--- src/rtl/bitrev_frame_sequencer.sv ---
// bitrev_frame_sequencer
// Streaming front end for the FFT input reorder. Samples arrive in natural
// order over a valid/ready handshake and are collected into frames of
// SAMPLES entries. A complete frame is then emitted in bit-reversed index
// order over a second valid/ready handshake.
//
// Build option: define BITREV_PINGPONG_EN for two ping-pong banks, so one
// frame can fill while the other drains. Without it there is a single bank,
// and fill and drain strictly alternate.
module bitrev_frame_sequencer #(
   parameter  int SAMPLES = 4,
   parameter  int WIDTH   = 4,
   localparam int IDXW    = $clog2(SAMPLES)
) (
   input  logic             clk,
   input  logic             rst_n,
   input  logic             in_valid,
   output logic             in_ready,
   input  logic [WIDTH-1:0] in_data,
   output logic             out_valid,
   input  logic             out_ready,
   output logic [WIDTH-1:0] out_data,
   output logic [IDXW-1:0]  out_index,
   output logic             out_last,
   output logic             frame_done
);

`ifdef BITREV_PINGPONG_EN
   localparam int NB = 2;
   localparam int AW = IDXW + 1;
`else
   localparam int NB = 1;
   localparam int AW = IDXW;
`endif

   typedef enum logic {
      EMPTY = 1'b0,
      FULL  = 1'b1
   } bankState_t;

   bankState_t       r_bankState     [NB];
   bankState_t       w_bankStateNext [NB];
   logic [WIDTH-1:0] r_mem [NB*SAMPLES];
   logic [IDXW-1:0]  r_wrCnt;
   logic [IDXW-1:0]  r_rdCnt;
   logic             r_frameDone;

   logic             w_wrFull;
   logic             w_rdFull;
   logic             w_inAccept;
   logic             w_outHs;
   logic             w_wrLast;
   logic             w_rdLast;
   logic [NB-1:0]    w_wrSel;
   logic [NB-1:0]    w_rdSel;
   logic [AW-1:0]    w_wrAddr;
   logic [AW-1:0]    w_rdAddr;

   // Reverses the order of all IDXW index bits.
   function automatic logic [IDXW-1:0] bitRev(input logic [IDXW-1:0] v);
      logic [IDXW-1:0] res;
      for (int i = 0; i < IDXW; i++) begin
         res[i] = v[IDXW-1-i];
      end
      return res;
   endfunction

`ifdef BITREV_PINGPONG_EN
   logic r_wrBank;
   logic r_rdBank;

   assign w_wrSel  = r_wrBank ? 2'b10 : 2'b01;
   assign w_rdSel  = r_rdBank ? 2'b10 : 2'b01;
   assign w_wrFull = (r_bankState[r_wrBank] == FULL);
   assign w_rdFull = (r_bankState[r_rdBank] == FULL);
   assign w_wrAddr = {r_wrBank, r_wrCnt};
   assign w_rdAddr = {r_rdBank, bitRev(r_rdCnt)};

   // Bank pointers advance to the other bank once their current frame is
   // completely written or completely read.
   always_ff @(posedge clk) begin
      if (!rst_n) begin
         r_wrBank <= 1'b0;
         r_rdBank <= 1'b0;
      end else begin
         if (w_inAccept && w_wrLast) begin
            r_wrBank <= ~r_wrBank;
         end
         if (w_outHs && w_rdLast) begin
            r_rdBank <= ~r_rdBank;
         end
      end
   end
`else
   assign w_wrSel  = 1'b1;
   assign w_rdSel  = 1'b1;
   assign w_wrFull = (r_bankState[0] == FULL);
   assign w_rdFull = (r_bankState[0] == FULL);
   assign w_wrAddr = r_wrCnt;
   assign w_rdAddr = bitRev(r_rdCnt);
`endif

   assign w_wrLast   = (r_wrCnt == IDXW'(SAMPLES - 1));
   assign w_rdLast   = (r_rdCnt == IDXW'(SAMPLES - 1));
   assign w_inAccept = in_valid && !w_wrFull;
   assign w_outHs    = w_rdFull && out_ready;

   assign in_ready   = !w_wrFull;
   assign out_valid  = w_rdFull;
   assign out_index  = r_rdCnt;
   assign out_last   = w_rdFull && w_rdLast;
   assign out_data   = r_mem[w_rdAddr];
   assign frame_done = r_frameDone;

   // Per-bank next state: a bank becomes FULL on its last write and goes back
   // to EMPTY on its last read. A bank is written only while EMPTY, so the
   // two transitions never compete for the same bank.
   always_comb begin
      for (int b = 0; b < NB; b++) begin
         w_bankStateNext[b] = r_bankState[b];
         case (r_bankState[b])
            EMPTY: begin
               if (w_wrSel[b] && w_inAccept && w_wrLast) begin
                  w_bankStateNext[b] = FULL;
               end
            end
            FULL: begin
               if (w_rdSel[b] && w_outHs && w_rdLast) begin
                  w_bankStateNext[b] = EMPTY;
               end
            end
            default: begin
               w_bankStateNext[b] = EMPTY;
            end
         endcase
      end
   end

   // Bank state register. Reset discards any partial or pending frame.
   always_ff @(posedge clk) begin
      if (!rst_n) begin
         for (int b = 0; b < NB; b++) begin
            r_bankState[b] <= EMPTY;
         end
      end else begin
         for (int b = 0; b < NB; b++) begin
            r_bankState[b] <= w_bankStateNext[b];
         end
      end
   end

   // Write and read slot counters, each wrapping at the end of a frame.
   // frame_done pulses for the cycle after the last read handshake.
   always_ff @(posedge clk) begin
      if (!rst_n) begin
         r_wrCnt     <= '0;
         r_rdCnt     <= '0;
         r_frameDone <= 1'b0;
      end else begin
         if (w_inAccept) begin
            r_wrCnt <= w_wrLast ? '0 : r_wrCnt + 1'b1;
         end
         if (w_outHs) begin
            r_rdCnt <= w_rdLast ? '0 : r_rdCnt + 1'b1;
         end
         r_frameDone <= w_outHs && w_rdLast;
      end
   end

   // Sample storage is deliberately left unreset. Contents are only observed
   // once a full frame has been written into the bank.
   always_ff @(posedge clk) begin
      if (w_inAccept) begin
         r_mem[w_wrAddr] <= in_data;
      end
   end

endmodule

--- config.mk ---
export PLATFORM = sky130hd
export DESIGN_NAME = bitrev_frame_sequencer
export DESIGN_NICKNAME = d
export VERILOG_FILES = /design/src/rtl/bitrev_frame_sequencer.sv
export SDC_FILE = /design/constraint.sdc
export NUM_CORES = 1
export LEC_CHECK = 0
export CAP_MARGIN = 20
export CORE_AREA = 2 2 52 54
export CTS_CLUSTER_SIZE = 25
export DETAILED_ROUTE_END_ITERATION = 10
export DIE_AREA = 0 0 54 56
export DONT_BUFFER_PORTS = 1
export GPL_TIMING_DRIVEN = 0
export PLACE_DENSITY = 0.61
export SLEW_MARGIN = 10
export SYNTH_ARGS = -nofsm -noshare
export SYNTH_HDL_FRONTEND = slang
export SYNTH_SLANG_ARGS = --single-unit
--- constraint.sdc ---
create_clock -name clk -period 1.3 [get_ports clk]
set_input_delay 0.26 -clock clk [delete_from_list [all_inputs] [get_ports clk]]
set_output_delay 0.26 -clock clk [all_outputs]
set_load 0.005 [all_outputs]
After elaboration in Yosys (flattened, before gate mapping)
Memories as Yosys holds them, arrays and structs flattened. A register that Yosys moved wholly into a read port is not among the register bits.
Index checks and enable logic that the tools add are counted.
- bits in registers: 5
- bits in writable memories: 17
- input port bits: 8
- output and inout bits: 10
- word-level logic and storage cells: 30
- memories kept: 2
- add/sub/neg operators: 2
- equal/unequal tests: 2
- mux-type cells: 13
- bitwise gates (word level): 1
- reduce and logical (&&, ||, !) cells: 7
- memory list (memory ; depth ; bits a word ; read ports ; clocked after Yosys merged registers in ; wr ports ; RTL line ; text):
    r_mem ; 4 ; 4 ; 1 ; 1 ; 1 ; 43 ; logic [WIDTH-1:0] r_mem [NB*SAMPLES];
    r_bankState ; 1 ; 1 ; 1 ; 0 ; 1 ; 41 ; bankState_t r_bankState [NB];
- operator list (kind ; number):
    1-bit two-way mux ; 8
    2-bit two-way mux ; 4
    1-bit logical AND ; 5
    2-bit by 1-bit adder with 2-bit output (second input constant) ; 2
    2-bit equality test (second input constant) ; 2
    1-bit one-hot mux with 2 select lines ; 1
    1-bit zero test ; 1
    1-bit NOT ; 1
    1-bit OR reduction ; 1

Depth between registers and ports, before layout
Gate-level depths: netlist (run 1).
An unclocked memory read counts as a cell.
- word-level depth: 7
- gate-level depth with buffers: 4
- gate-level depth less buffers: 4

Worst setup path after synthesis (run 1)
Ideal clock, no wire load.
- path type: reg-to-output
- start: reg (tool-made name)
- end: out out_data[0]
- data arrival time: 957 ps
- required time: 1040 ps
- slack: 83 ps
- cell stages (with the launch flop): 2
- path buffers: 0
- cells stage by stage: dfxtp_1 > mux4_1
- RTL lines (item ; RTL line ; text):
    end: declaration ; 22 ; output logic [WIDTH-1:0] out_data,

==> metrics, run 1 <==
Via density=about 4.9; antenna violations before repair=0; CP startpoint kind=flop; register bit count reported by yosys=24; Initial Util=39.0%; post-route setup slack=-0.197 ns; number of setup violations in the final report=4; Max-Cap Viols=0; post-synthesis area per instance=between 15 and 20 sq um; setup slack at placement=-0.0197 ns; crit path DAT=between 1 and 1.5 ns; number of DRC markers in iteration 0=11; family of cells with the greatest summed delay on the critical path=multiplexers; nature of the critical path endpoint=output port; outcome=finished, violations left; post-synthesis simple-gate area fraction=8.17%; final cell count without fillers=92; via count of the routed design=around 450; total clock buffers created by CTS=3; cell at the root of the clock tree=sky130_fd_sc_hd__clkbuf_4; number of cell rows=18; placed instance count=approximately 90; maximum number of pins on one net before global-route repair=14; global-route wire length before repair=2200 um; largest fanout of any net on the critical path=4; Final Hold Violating Endpoints=0; largest clock skew in the final design=~0.0065 ns; CTS HTree Levels=1; crit path capture=out_data[3]; Levels on crit path=1; Cell variety after synth=14; worst hold path class=in2reg; worst slew margin relative to its limit=a little under nine tenths; last weighted congestion value of the routability-driven placer=~0.69; horizontal die dimension=around 54 um; reg-to-reg startpoint=r_wrCnt[0]; Core Area=2430 sq um; proportion of synthesized chip area in sequential cells=a little under 70%; min Tclk post-route=1.50 ns; area of the die=around 3000 sq um; Antenna Diode Count=0; Die Y=roughly 56 um; GRT Resource Usage Total=between 10% and 20%; Slowest-stage cell, CP=sky130_fd_sc_hd__mux4_2; Syn. warnings=0; FILL cells=between 200 and 250; worst ir drop on vdd=about 0.52 mV; Clock Sinks=24; share of final-layout standard cells stronger than drive strength 1=24.2%; category of the most critical setup path=reg2out; number of buffers between clock root and the deepest sink=2; leakage power=between 0.0003 and 0.0004 uW; source-to-sink clock delay at the later pin of the worst-skew pair=around 0.3 ns; final worst-path cycle share=115%; number of nets in the synthesized netlist=71; Crit path largest cell delay=about 0.53 ns; number of I/O port buffers=0; average wire per cell in the routed design=~15 um; highest clock frequency the design can meet=668 MHz; worst endpoint required time=~1.0 ns; series of cell instances along the critical path=mux4_2; Buf+Inv Stages, Crit Path=0; number of top-level pins=18; synthesized-area fraction occupied by ao, oa, aoi and oai cells=under 10%; violated checks=setup timing; final number of max-transition violations=0; Worst Reg-to-Reg Cells=2; setup repair after global routing missed its margin=yes; number of instances in the synthesized netlist=58; fin nets=between 70 and 80; multi-input combinational cell area=a little under 300 sq um; adder and majority cell fraction of the synthesized area=around 6.6%; area growth from synthesis to layout=9.22%; xor and xnor area share after synthesis=0%; Total Neg Setup Slack=-0.754 ns; router iterations before antenna repair=4; vias in the first global route=around 480; Cell Area, Synth=950 sq um; remaining antenna violation count=0; CTS tree=done; Post-route DRC=0; mux cell area share after synthesis=between 10% and 20%; terminus of the critical flop-to-flop path=r_mem[3][3]; register clock-pin slew on the reported worst setup and hold paths=roughly 0.12 ns; wire length after detailed routing=~1300 um; setup slack of the most critical reg-to-reg path=approximately 0.1 ns; total global routing overflow=0; hold-fix buffer count after cts=0; largest family of logic cells by synthesized area=multiplexers; Register Area=approximately 650 sq um; Worst-Margin Slew=0.225 ns; power per unit of standard cell area=1240 nW/um^2; Min Hold Slack=about 0.047 ns
==> flip-flops by register name, indices dropped and copies added, names as in the netlist, named ones only <==
name / count
frame_done: 1
r_mem: 16
r_bankState: 1
r_wrCnt: 2
out_index: 2
==> final cells by class <==
class | instances | area share [%]
flip-flops and latches | 24 | 62.7
clock buffers | 4 | 3.50
multi-input cells | 30 | 28.7
inverters | 4 | 1.45
well taps | 30 | 3.62
==> cells in the mapped netlist, drive strengths merged <==
cell    count  area share, %
nor2b       1           0.92
dfxtp       8             17
mux4        4             11
inv         4            1.6
nand3       1           0.53
mux2i       3            3.2
nor2        5            2.0
nand2       2           0.79
a21oi       2            1.1
and3        1           0.66
ha          5            6.6
and2        5            3.3
edfxtp     16             51
a311oi      1           0.92
==> layout by cell type (no fill, tap or decap) <==
cell type,n
sky130_fd_sc_hd__edfxtp_1,16
sky130_fd_sc_hd__nor2_1,5
sky130_fd_sc_hd__mux4_2,4
sky130_fd_sc_hd__inv_1,4
sky130_fd_sc_hd__and2_1,4
sky130_fd_sc_hd__ha_1,4
sky130_fd_sc_hd__dfxtp_1,4
sky130_fd_sc_hd__mux2i_1,3
sky130_fd_sc_hd__clkbuf_4,3
sky130_fd_sc_hd__a21oi_1,2
sky130_fd_sc_hd__nand2_1,2
sky130_fd_sc_hd__dfxtp_4,2
sky130_fd_sc_hd__dfxtp_2,2
sky130_fd_sc_hd__nor2b_4,1
sky130_fd_sc_hd__and2_2,1
sky130_fd_sc_hd__a311oi_1,1
sky130_fd_sc_hd__nand3_1,1
sky130_fd_sc_hd__and3_1,1
sky130_fd_sc_hd__ha_4,1
sky130_fd_sc_hd__clkbuf_8,1
==> worst min path at each step <==
stage          slack [ns]           to  cells past startpoint       start
2_1_floorplan        0.36  r_mem[0][0]                      0  in_data[0]
3_3_place_gp         0.36  r_mem[0][0]                      0  in_data[0]
3_5_place_dp         0.36  r_mem[0][0]                      0  in_data[0]
4_1_cts              0.03  r_mem[3][1]                      0  in_data[1]
5_1_grt              0.02  r_mem[3][2]                      0  in_data[2]
6_report             0.05  r_mem[3][1]                      0  in_data[1]
==> metal layers <==
| metal | global-route usage (%) | wire length (um) | vias to the layer above | part of all wire (%) |
|---|---|---|---|---|
| li1 | - | - | 224 | - |
| met1 | 12.3 | 541 | 218 | 40 |
| met2 | 15.9 | 689 | 7 | 51 |
| met3 | 4.03 | 93 | 2 | 6.9 |
| met4 | 5.36 | 15 | 0 | 1.1 |
| met5 | 0 | 0 | - | 0 |
==> cells by family (layout without fill, tap and decap cells) <==
| group | after synthesis | count (layout) |
|---|---|---|
| AND/OR/NAND/NOR | 15 | 15 |
| flip-flops | 24 | 24 |
| buffers and inverters | 4 | 8 |
| adder cells (fa/ha/maj) | 5 | 5 |
| multiplexers | 7 | 7 |
| AO/OA/AOI/OAI | 3 | 3 |
==> through the flow <==
step	cell area, sq um	utilization, %	power [uW]
after floorplan	950	-	922
after global placement	987	40.6	935
after detailed placement	987	40.6	939
after CTS	1030	42.2	1310
after global routing	1040	42.6	1350
final	1040	42.6	1290
==> what timing repair did <==
action / CTS / global route
endpoints found under the setup margin: 5 / 21
gates resized for setup: 10 / 4
buffers inserted: 0 / 0
==> where the power goes <==
part | total, uW | leakage, uW | internal (uW) | switching, uW
combinational | 64.6 | 0.000131 | 29.9 | 34.7
sequential | 855 | 0.000214 | 841 | 14.5
clock | 366 | 0.0000210 | 171 | 195
No activity file was read; power rests on OpenSTA's default activity.
==> run 2, diff against run 1 <==
--- a/config.mk
+++ b/config.mk
@@ -5,6 +5,7 @@
 export SDC_FILE = /design/constraint.sdc
 export NUM_CORES = 1
 export LEC_CHECK = 0
+export ABC_CLOCK_PERIOD_IN_PS = 1300
 export CAP_MARGIN = 20
 export CORE_AREA = 2 2 52 54
 export CTS_CLUSTER_SIZE = 25
==> constraint.sdc (replaced) <==
create_clock -name clk -period 1.3 [get_ports clk]
set_input_delay 0.26 -clock clk [delete_from_list [all_inputs] [get_ports clk]]
set_output_delay 0.26 -clock clk [all_outputs]
set_load 0.1 [all_outputs]
==> run 2 against run 1 <==
Against the previous run: the flow still finishes with violations (setup timing); total power up 7.5%; count of clock-buffer cells in the layout unchanged; core utilization increased by 1.4 points; fmax decreased by 15%; critical path type unchanged; critical endpoint is now out_data[0]; largest power group unchanged; highest routed layer is now met3.
==> metrics, run 2 (synthesis gave the netlist of run 1 again) <==
GRT Resource Usage Total=between 10% and 20%; Slowest-stage cell, CP=sky130_fd_sc_hd__mux4_2; nature of the critical path endpoint=output port; router iterations before antenna repair=1; number of top-level pins=18; vias in the first global route=slightly below 500; setup slack of the most critical reg-to-reg path=-0.06 ns; total global routing overflow=0; family of cells with the greatest summed delay on the critical path=multiplexers; register with the most flip-flops=r_mem; source-to-sink clock delay at the later pin of the worst-skew pair=slightly above 0.3 ns; number of DRC markers in iteration 0=0; share of final-layout standard cells stronger than drive strength 1=~36%; cell at the root of the clock tree=sky130_fd_sc_hd__clkbuf_4; number of I/O port buffers=0; final worst-path cycle share=136%; Die Y=56 um; maximum number of pins on one net before global-route repair=14; number of cell rows=18; most frequent cells in the layout=16 x sky130_fd_sc_hd__edfxtp_1, 5 x sky130_fd_sc_hd__nor2_1; via count of the routed design=447; Min Hold Slack=approximately 0.036 ns; global-route met1 utilization=12.7%; category of the most critical setup path=reg2out; area of the die=3020 sq um; Crit path largest cell delay=just under 0.8 ns; global-route wire length before repair=2320 um; series of cell instances along the critical path=mux4_2; min Tclk post-route=1.77 ns; remaining antenna violation count=0; post-route setup slack=-0.467 ns; setup repair after global routing missed its margin=yes; final number of max-transition violations=0; GR Util met3=5.91%; most common cell after layout, fill and taps aside=sky130_fd_sc_hd__edfxtp_1; GR Util met2=16.9%; number of setup violations in the final report=7; Total Neg Setup Slack=-2.72 ns; most congested layer reported by global routing=met2; Max-Cap Viols=0; worst slew margin relative to its limit=around 65%; average wire per cell in the routed design=roughly 15 um; worst hold path class=in2reg; crit path capture=out_data[0]; reg-to-reg startpoint=out_index[0]; number of buffers between clock root and the deepest sink=2; Final Hold Violating Endpoints=0; hold-fix buffer count after cts=0; CTS tree=done; horizontal die dimension=approximately 54 um; violated checks=setup timing; leakage power=~0.00038 uW; Worst Reg-to-Reg Cells=3; DPL Wire Length=1010 um; highest clock frequency the design can meet=between 500 and 600 MHz; max reg flops=16; register clock-pin slew on the reported worst setup and hold paths=0.12 ns; Worst-Margin Slew=slightly above 0.5 ns; Via density=4.76; wire length after detailed routing=1410 um; FILL cells=~230; largest clock skew in the final design=0.000965 ns; CP startpoint kind=flop; Core Area=approximately 2400 sq um; Levels on crit path=1; area growth from synthesis to layout=12.9%; Antenna Diode Count=0; Initial Util=a little under 40%; Post-route DRC=0; terminus of the critical flop-to-flop path=frame_done; crit path DAT=roughly 1.5 ns; Buf+Inv Stages, Crit Path=0; fin nets=78; total clock buffers created by CTS=3; antenna violations before repair=0; last weighted congestion value of the routability-driven placer=roughly 0.67; worst ir drop on vdd=just over 0.7 mV; CTS HTree Levels=1; power per unit of standard cell area=~1300 nW/um^2; largest fanout of any net on the critical path=4; Clock Sinks=24; outcome=finished, violations left; worst endpoint required time=1.04 ns
run 2: per-layer routing:
layer,up-vias,wire [um]
li1,221,-
met1,207,573
met2,19,710
met3,0,128
met4,0,0
met5,-,0
run 2: worst min-delay path by stage:
stage	start	cells past startpoint	endpoint
finish	in_data[1]	0	r_mem[0][1]
global route	in_data[1]	0	r_mem[3][1]
CTS	out_ready	1	r_bankState[0]
detailed placement	in_data[1]	0	r_mem[0][1]
global placement	in_data[1]	0	r_mem[1][1]
floorplan	in_data[0]	0	r_mem[0][0]
run 2: cell type report:
type / count / area [sq um] / area share [%]
tap: 30 / 37.5 / 3.50
timing repair buffer: 2 / 18.8 / 1.75
multi-input combinational: 30 / 304 / 28.4
sequential: 24 / 657 / 61.3
clock buffer: 4 / 36.3 / 3.38
inverter: 4 / 18.8 / 1.75
run 2: power breakdown:
| part | leakage, uW | internal (uW) | switching [uW] |
|---|---|---|---|
| registers | 0.000216 | 837 | 20.4 |
| clock network | 0.0000210 | 171 | 210 |
| logic | 0.000145 | 32.0 | 112 |
| total | 0.000382 | 1040 | 342 |
run 2: worst register-to-register path: cells and delay by family, from the launching register on:
family | cells | cell delay, ns
adder cells (fa/ha/maj) | 1 | 0.20
AND/OR/NAND/NOR | 2 | 0.53
flip-flops | 1 | 0.58
run 2: what timing repair did:
action | 4_1_cts | 5_1_grt
pin swaps | 1 | 2
endpoints found under the setup margin | 24 | 13
setup buffers | 1 | 2
gates resized for setup | 5 | 2
run 2: through the flow:
| step | instance area [sq um] | utilization (%) | instances | power (uW) | setup slack (ns) |
|---|---|---|---|---|---|
| 5_1_grt | 1070 | 44.1 | 94 | 1440 | -0.525 |
| 2_1_floorplan | 968 | - | 58 | 1000 | -0.0924 |
| 3_5_place_dp | 1010 | 41.4 | 88 | 1020 | -0.128 |
| 4_1_cts | 1060 | 43.6 | 93 | 1400 | -0.496 |
| 6_report | 1070 | 44.1 | 94 | 1380 | -0.467 |
| 3_3_place_gp | 1010 | 41.4 | 88 | 1020 | -0.129 |
==> run 3, diff against run 2 <==
--- a/config.mk
+++ b/config.mk
@@ -5,7 +5,6 @@
 export SDC_FILE = /design/constraint.sdc
 export NUM_CORES = 1
 export LEC_CHECK = 0
-export ABC_CLOCK_PERIOD_IN_PS = 1300
 export CAP_MARGIN = 20
 export CORE_AREA = 2 2 52 54
 export CTS_CLUSTER_SIZE = 25
@@ -13,6 +12,7 @@
 export DIE_AREA = 0 0 54 56
 export DONT_BUFFER_PORTS = 1
 export GPL_TIMING_DRIVEN = 0
+export HOLD_SLACK_MARGIN = 0.06
 export PLACE_DENSITY = 0.61
 export SLEW_MARGIN = 10
 export SYNTH_ARGS = -nofsm -noshare
==> run 3 against run 2 <==
Against the previous run: the run still ends with setup timing left; non-clock buffer count rose by 5; sequential share of layout area decreased by 2.7 points; routed wire length grew 0.28%; clock power is essentially flat; die area unchanged; setup slack worse by 0.0019 ns; critical path type unchanged; largest power group unchanged; highest routed layer is now met4.
==> metrics, run 3 (synthesis gave the netlist of run 1 again) <==
outcome=finished, violations left; violated checks=setup timing; GRT Resource Usage Total=a little over a tenth; cell at the root of the clock tree=sky130_fd_sc_hd__clkbuf_4; horizontal die dimension=approximately 54 um; source-to-sink clock delay at the later pin of the worst-skew pair=a little over 0.3 ns; Via density=between 4 and 5; core utilization of the finished layout=between 40% and 50%; crit path DAT=1.51 ns; global-route wire length before repair=between 2000 and 2500 um; area growth from synthesis to layout=18.2%; remaining antenna violation count=0; post-route setup slack=-0.469 ns; FILL cells=225; most frequent cells in the layout=16 x sky130_fd_sc_hd__edfxtp_1, 5 x sky130_fd_sc_hd__nor2_1, 5 x sky130_fd_sc_hd__dlygate4sd3_1; leakage power=0.000403 uW; Die Y=~56 um; via count of the routed design=474; last weighted congestion value of the routability-driven placer=0.669; setup repair after global routing missed its margin=yes; placed instance area=~1000 sq um; number of top-level pins=18; power per unit of standard cell area=1250 nW/um^2; Buf+Inv Stages, Crit Path=0; fin area=about 1100 sq um; number of setup violations in the final report=7; series of cell instances along the critical path=mux4_2; average wire per cell in the routed design=between 10 and 15 um; nature of the critical path endpoint=output port; area of the die=between 3000 and 4000 sq um; total clock buffers created by CTS=3; wire length after detailed routing=between 1000 and 1500 um; number of buffers between clock root and the deepest sink=2; number of cell rows=18; Slowest-stage cell, CP=sky130_fd_sc_hd__mux4_2; multi-input combinational cell area=approximately 300 sq um; final worst-path cycle share=136%; share of final-layout standard cells stronger than drive strength 1=around a third; Clock Sinks=24; router iterations before antenna repair=3; Max-Cap Viols=0; Worst-Margin Slew=just over 0.5 ns; DPL Wire Length=approximately 1000 um; min Tclk post-route=between 1.5 and 2 ns; Antenna Diode Count=0; Post-route DRC=0; vias in the first global route=just over 500; largest fanout of any net on the critical path=4; worst hold path class=in2reg; Register Area=around 660 sq um; fin nets=83; final number of max-transition violations=0; max reg flops=16; Total Neg Setup Slack=-2.73 ns; highest clock frequency the design can meet=roughly 570 MHz; worst ir drop on vdd=0.720 mV; Final Hold Violating Endpoints=0; antenna violations before repair=0; Core Area=2430 sq um; family of cells with the greatest summed delay on the critical path=multiplexers; Crit path largest cell delay=roughly 0.8 ns; power consumption=1400 uW; CTS tree=done; number of DRC markers in iteration 0=1; Initial Util=39.0%; number of I/O port buffers=0; most common cell after layout, fill and taps aside=sky130_fd_sc_hd__edfxtp_1; maximum number of pins on one net before global-route repair=14; CTS HTree Levels=1; worst slew margin relative to its limit=approximately 65%; worst endpoint required time=between 1 and 1.5 ns; total global routing overflow=0; largest clock skew in the final design=approximately 0.0016 ns; register clock-pin slew on the reported worst setup and hold paths=0.12 ns; CP startpoint kind=flop; category of the most critical setup path=reg2out; register with the most flip-flops=r_mem
[run 3: cell count changes in the layout (fill, tap and decap cells not counted)]
cell                            delta
sky130_fd_sc_hd__dlygate4sd3_1     +5
[run 3: final cells by class]
class | instances | share of cell area, %
repair buffers | 7 | 6.13
flip-flops and latches | 24 | 58.5
inverters | 4 | 1.67
multi-input cells | 30 | 27.1
clock buffers | 4 | 3.23
well taps | 30 | 3.34
[run 3: final timing paths]
check,slack [ns],startpoint,end,cells after the start
setup / recovery,-0.47,flop,out_data[0],1
hold / removal,0.09,out_ready,frame_done,1
setup reg to reg,-0.06,out_index[0],frame_done,3
hold reg to reg,0.57,r_wrCnt[1],r_wrCnt[1],2
[run 3: where the power goes]
part	total (uW)	internal, uW	switching [uW]
clock network	383	171	212
registers	857	836	20.4
logic	160	42.2	118
total	1400	1050	350
[run 3: what timing repair did]
item                                    CTS  global route
pin swaps                                 1             2
endpoints found under the setup margin   24            13
hold endpoints to repair                 17             0
hold buffers                              5             0
gates resized for setup                   5             2
buffers inserted                          1             2
gates cloned                              0             0
[run 3: per-layer routing]
| metal | part of all wire [%] | GRT usage [%] |
|---|---|---|
| met5 | 0 | 0 |
| met4 | 0.42 | 3.21 |
| met3 | 8.5 | 5.65 |
| met2 | 50 | 17.1 |
| met1 | 41 | 12.9 |
[run 3: stage by stage]
| stage | setup slack (ns) | std cells | hold slack [ns] |
|---|---|---|---|
| final | -0.469 | 99 | 0.0931 |
| after global routing | -0.525 | 99 | 0.0802 |
| after CTS | -0.496 | 98 | 0.0827 |
| after detailed placement | -0.128 | 88 | 0.359 |
| after global placement | -0.129 | 88 | 0.359 |
| after floorplan | -0.0924 | 58 | 0.359 |
